### config.mk
export PLATFORM = sky130hd
export DESIGN_NAME = vram_arbiter
export DESIGN_NICKNAME = d
export VERILOG_FILES = /design/src/rtl/vram_pkg.sv /design/src/rtl/vram_rd_tracker.sv /design/src/rtl/vram_arbiter.sv
export SDC_FILE = /design/constraint.sdc
export NUM_CORES = 1
export LEC_CHECK = 0
export ABC_AREA = 1
export CORE_MARGIN = 8
export CORE_UTILIZATION = 36
export CTS_CLUSTER_DIAMETER = 120
export DETAILED_ROUTE_END_ITERATION = 12
export PLACE_DENSITY = 0.85
export REMOVE_ABC_BUFFERS = 1
export SETUP_SLACK_MARGIN = 0.2
export SYNTH_ARGS = -nofsm -noshare
export SYNTH_HDL_FRONTEND = slang
export SYNTH_SLANG_ARGS = --single-unit
### constraint.sdc
create_clock -name clk -period 2.13 [get_ports clk]
set_input_delay 0.426 -clock clk [delete_from_list [all_inputs] [get_ports clk]]
set_output_delay 0.426 -clock clk [all_outputs]
set_load 0.02 [all_outputs]
### src/rtl/vram_pkg.sv
// Shared video RAM definitions used by the arbiter, the RAM wrapper and scanout.
// Widths, read latency and the read-owner encoding live here.
package vram_pkg;

    localparam int VRAM_AW         = 15;
    localparam int VRAM_DW         = 8;
    localparam int VRAM_RD_LATENCY = 2;

    localparam logic OWN_VID = 1'b0;
    localparam logic OWN_CPU = 1'b1;

    typedef struct packed {
        logic valid;
        logic owner;
    } rd_tag_t;

endpackage

### src/rtl/vram_rd_tracker.sv
// Follows each issued RAM read through the RAM latency and steers the returning
// byte to the port that asked for it; return data is held between returns.
module vram_rd_tracker
    import vram_pkg::*;
#(
    parameter int LATENCY = VRAM_RD_LATENCY
) (
    input  logic               clk,
    input  logic               reset_n,
    input  logic               issue_valid,
    input  logic               issue_owner,
    input  logic [VRAM_DW-1:0] ram_rdata,
    output logic               vid_rvalid,
    output logic [VRAM_DW-1:0] vid_rdata,
    output logic               cpu_rvalid,
    output logic [VRAM_DW-1:0] cpu_rdata
);

    rd_tag_t            tag_q [LATENCY];
    rd_tag_t            tag_d [LATENCY];
    rd_tag_t            ret_tag;
    logic [VRAM_DW-1:0] vid_data_q, vid_data_d;
    logic [VRAM_DW-1:0] cpu_data_q, cpu_data_d;

    always_comb begin
        tag_d[0] = '{valid: issue_valid, owner: issue_owner};
        for (int i = 1; i < LATENCY; i++) begin
            tag_d[i] = tag_q[i-1];
        end
        ret_tag = tag_q[LATENCY-1];

        vid_rvalid = ret_tag.valid && (ret_tag.owner == OWN_VID);
        cpu_rvalid = ret_tag.valid && (ret_tag.owner == OWN_CPU);

        // ram_rdata is already a RAM output register, so the returning byte is
        // passed through on its own cycle and captured for the hold afterwards.
        vid_data_d = vid_rvalid ? ram_rdata : vid_data_q;
        cpu_data_d = cpu_rvalid ? ram_rdata : cpu_data_q;
        vid_rdata  = vid_data_d;
        cpu_rdata  = cpu_data_d;
    end

    always_ff @(posedge clk or negedge reset_n) begin
        if (!reset_n) begin
            for (int i = 0; i < LATENCY; i++) begin
                tag_q[i] <= '0;
            end
            vid_data_q <= '0;
            cpu_data_q <= '0;
        end else begin
            for (int i = 0; i < LATENCY; i++) begin
                tag_q[i] <= tag_d[i];
            end
            vid_data_q <= vid_data_d;
            cpu_data_q <= cpu_data_d;
        end
    end

endmodule

### src/rtl/vram_arbiter.sv
// Single-port video RAM arbiter: video has priority, but after MAX_VID_RUN
// consecutive video grants against a waiting CPU the CPU takes the next slot.
module vram_arbiter
    import vram_pkg::*;
#(
    parameter int MAX_VID_RUN = 7,
    parameter int RAM_LATENCY = VRAM_RD_LATENCY
) (
    input  logic               clk,
    input  logic               reset_n,
    input  logic               vid_req,
    input  logic [VRAM_AW-1:0] vid_addr,
    output logic               vid_gnt,
    output logic               vid_rvalid,
    output logic [VRAM_DW-1:0] vid_rdata,
    input  logic               cpu_req,
    input  logic               cpu_we,
    input  logic [VRAM_AW-1:0] cpu_addr,
    input  logic [VRAM_DW-1:0] cpu_wdata,
    output logic               cpu_gnt,
    output logic               cpu_rvalid,
    output logic [VRAM_DW-1:0] cpu_rdata,
    output logic [VRAM_AW-1:0] ram_addr,
    output logic               ram_we,
    output logic [VRAM_DW-1:0] ram_wdata,
    input  logic [VRAM_DW-1:0] ram_rdata
);

    localparam logic [3:0] RUN_LIMIT = 4'(MAX_VID_RUN);

    logic [3:0] run_cnt_q, run_cnt_d;
    logic       cpu_wins;
    logic       issue_valid;
    logic       issue_owner;

    always_comb begin
        cpu_wins = cpu_req && (!vid_req || (run_cnt_q == RUN_LIMIT));
        cpu_gnt  = reset_n && cpu_wins;
        vid_gnt  = reset_n && vid_req && !cpu_wins;

        ram_addr  = '0;
        ram_we    = 1'b0;
        ram_wdata = '0;
        if (cpu_gnt) begin
            ram_addr  = cpu_addr;
            ram_we    = cpu_we;
            ram_wdata = cpu_wdata;
        end else if (vid_gnt) begin
            ram_addr = vid_addr;
        end

        // The run only counts video wins that actually kept a CPU waiting.
        run_cnt_d = run_cnt_q;
        if (!cpu_req || cpu_gnt) begin
            run_cnt_d = '0;
        end else if (vid_gnt && (run_cnt_q != RUN_LIMIT)) begin
            run_cnt_d = run_cnt_q + 4'd1;
        end

        issue_valid = vid_gnt || (cpu_gnt && !cpu_we);
        issue_owner = cpu_gnt ? OWN_CPU : OWN_VID;
    end

    always_ff @(posedge clk or negedge reset_n) begin
        if (!reset_n) begin
            run_cnt_q <= '0;
        end else begin
            run_cnt_q <= run_cnt_d;
        end
    end

    vram_rd_tracker #(
        .LATENCY (RAM_LATENCY)
    ) u_rd_tracker (
        .clk         (clk),
        .reset_n     (reset_n),
        .issue_valid (issue_valid),
        .issue_owner (issue_owner),
        .ram_rdata   (ram_rdata),
        .vid_rvalid  (vid_rvalid),
        .vid_rdata   (vid_rdata),
        .cpu_rvalid  (cpu_rvalid),
        .cpu_rdata   (cpu_rdata)
    );

endmodule

==> metrics.txt <==
combined global-route utilization of all metal layers 19.3%; count of yosys warnings during synthesis 0; sequential cell area fraction in the yosys report 47.9%; number of violations reported at the end of detailed-routing iteration 0 69; fraction of layout instances using a drive strength above 1 44.4%; result of the run complete, no violations; WL per Instance 16.0 um; Pleak 1.47 nW; DR pass1 iterations 4; height of the die 75.0 um; number of antenna violations at the first check in global routing 0; final net count 358; synthesized area per cell 7.29 um^2; CTS Root Buffer Type clkbuf_4; worst min path class primary input to async pin; Reg-to-Reg Start run_cnt_q[1]; post-DR vias/cell 4.75; most common cell after layout, fill and taps aside clkdlybuf4s50_1; shortest clock period the worst path allows after layout 2.13 ns; Antenna Violating Nets Remaining 0; Max Clk Rate 470 MHz; transition time of the tightest slew-check pin 0.351 ns; area grow syn2layout 120%; crit start category flip-flop; most frequent cells in the layout clkdlybuf4s50_1 (48), buf_4 (42), nand2_1 (34); Final Max Tran Viols 0; fraction of met2 tracks used by global routing 34.3%; crit path cell chain ha_4 > nand3_4 > nand2_4 > buf_12 > nand2_8 > nand3_1 > nand2_2 > buf_6; Initial Utilization 37.6%; critical setup path kind flip-flop to output port; wire length of the first global-routing pass 8290 um; area of the die 5630 um^2; met3 Usage GRT 8.92%; standard cell core area 3340 um^2; Cells after Synth 172; Final Hold Viols 0; Worst Path Arrival 1.70 ns; placed cell count 331; peak fanout along the critical path 16; Antenna Cells 0; Worst R2R Path Depth 9; setup TNS 0 ns; number of buffers between clock root and the deepest sink 2; normalized max-slew margin 76.6%; H-tree depth reported by CTS 1; number of distinct library cells after synthesis 18; dpl hpwl 3740 um; count of placed standard cells in the final layout, fillers left out 350; number of endpoints failing setup at the final stage 0; element type at the critical path end output port; largest stage delay on the critical path 0.44 ns; count of vias placed by the detailed router 1661; CTS tree built; Placed Instance Area 2420 um^2; row cnt 21; R2R Path End run_cnt_q[2]; I/O pin count 95; DRC violation count after routing 0; unrepaired setup endpoints after global routing yes; hold_buf cts 0; Routed Wire Length 5580 um; number of global-route vias before repair 1773; # port buffers 94; placer's final routability congestion estimate 0.836; Required @ worst endpoint 1.70 ns; met1 usage in global routing 19.8%; CTS Buf Count 3; clock tree sinks 24; Maximum Capacitance Violations 0; Die X-Extent 75.0 um; Post-Layout Inst Area 2760 um^2; peak supply drop 0.224 mV; Synth Register Bits 24; clock input transition at the sequential cells of the worst setup and hold paths 0.13 ns; Post-Route Skew 0.00542 ns; Top Usage Layer GRT met2; Tcrit/Tclk final 100%; Power per Cell Area 528 nW/um^2; global-route congestion overflow total 0; worst-case register-to-register setup slack 0.74 ns; critical path's slowest cell dfrtp_1; clock latency at the later pin of the worst-skew pair 0.31 ns; pin count of the biggest net entering global routing 24; post-synthesis cell area 1250 um^2
## flip-flops by register name, summed over array words and instances, names as in the netlist
signal                   cells
run_cnt_q                    4
u_rd_tracker.cpu_data_q      8
u_rd_tracker.ret_tag         2
u_rd_tracker.tag_d           2
u_rd_tracker.vid_data_q      8
## worst max-delay path, delay by kind of cell, from the launching register on
| family | cells | cell delay (ns) |
|---|---|---|
| adder cells (fa/ha/maj) | 1 | 0.20 |
| buffers and inverters | 2 | 0.25 |
| flip-flops | 1 | 0.44 |
| AND/OR/NAND/NOR | 5 | 0.50 |
## stage by stage
stage / total power, mW / setup WS (ns) / utilization (%) / hold WS (ns)
after floorplan: 0.795 / 0.171 / - / 0.130
final: 1.46 / 0.000740 / 82.6 / 0.286
after global routing: 1.53 / -0.0771 / 82.6 / 0.298
after detailed placement: 1.23 / -0.405 / 72.6 / 0.336
after global placement: 1.21 / -0.356 / 72.6 / 0.333
after CTS: 1.45 / 0.00950 / 80.4 / 0.253
## synth_stat cells
cell       n  share of area, %
nand2_1   56                17
xor2_1     1              0.70
clkbuf_2   1              0.40
buf_6      1              0.90
nand2_2    2               1.0
clkinv_1   1              0.30
nand3_2    2               1.6
clkbuf_1   2              0.60
o21ai_0   19               7.6
ha_1       1               1.0
a21oi_1    1              0.40
buf_2      3               1.2
nand4_1    2               1.0
inv_1     25               7.5
nand3_1   18               7.2
nor2_1    12               3.6
dfrtp_1   24                48
clkinv_2   1              0.40
## repair_timing
| action | 4_1_cts | 5_1_grt |
|---|---|---|
| setup buffers | 11 | 2 |
| endpoints found under the setup margin | 43 | 43 |
| pin swaps | 8 | 3 |
| gates cloned | 3 | 0 |
| resized for setup | 253 | 62 |
## layer usage
metal	part of all wire [%]	wire length [um]
met5	0	0
met4	1.1	60
met3	11	636
met2	51	2830
met1	37	2060
## kinds of logic after synthesis
| logic type | share of synthesized area (%) |
|---|---|
| fa+ha+maj | 0.998 |
| compound gates | 7.98 |
| flops | 47.9 |
| simple gates | 31.1 |
| xor+xnor | 0.699 |
| buf+inv | 11.3 |
## cell type report
class / count / area, um^2
inverters: 27 / 111
clock buffers: 3 / 22.5
fillers: 212 / 581
flip-flops and latches: 24 / 601
well taps: 46 / 57.6
repair inverters: 2 / 16.3
multi-input cells: 114 / 724
repair buffers: 134 / 1220
## report_power, final
part           leakage [nW]  internal, mW  switching (mW)  total [mW]
combinational          1.15         0.346           0.361       0.707
clock                0.0138        0.0661           0.129       0.195
sequential            0.301         0.530          0.0237       0.554
total                  1.47         0.942           0.513        1.46
## how the worst max path moves through the flow
stage	startpoint	endpoint	slack [ns]	cells after the start
2_1_floorplan	u_rd_tracker.ret_tag[0]	vid_rdata[0]	0.17	3
3_3_place_gp	reset_n	ram_addr[0]	-0.36	7
3_5_place_dp	vid_req	ram_addr[12]	-0.40	6
4_1_cts	run_cnt_q[1]	ram_wdata[4]	0.01	7
5_1_grt	run_cnt_q[0]	ram_addr[4]	-0.08	8
6_report	run_cnt_q[1]	ram_addr[6]	0.0007	8
Power figures use the tool's default switching activity.
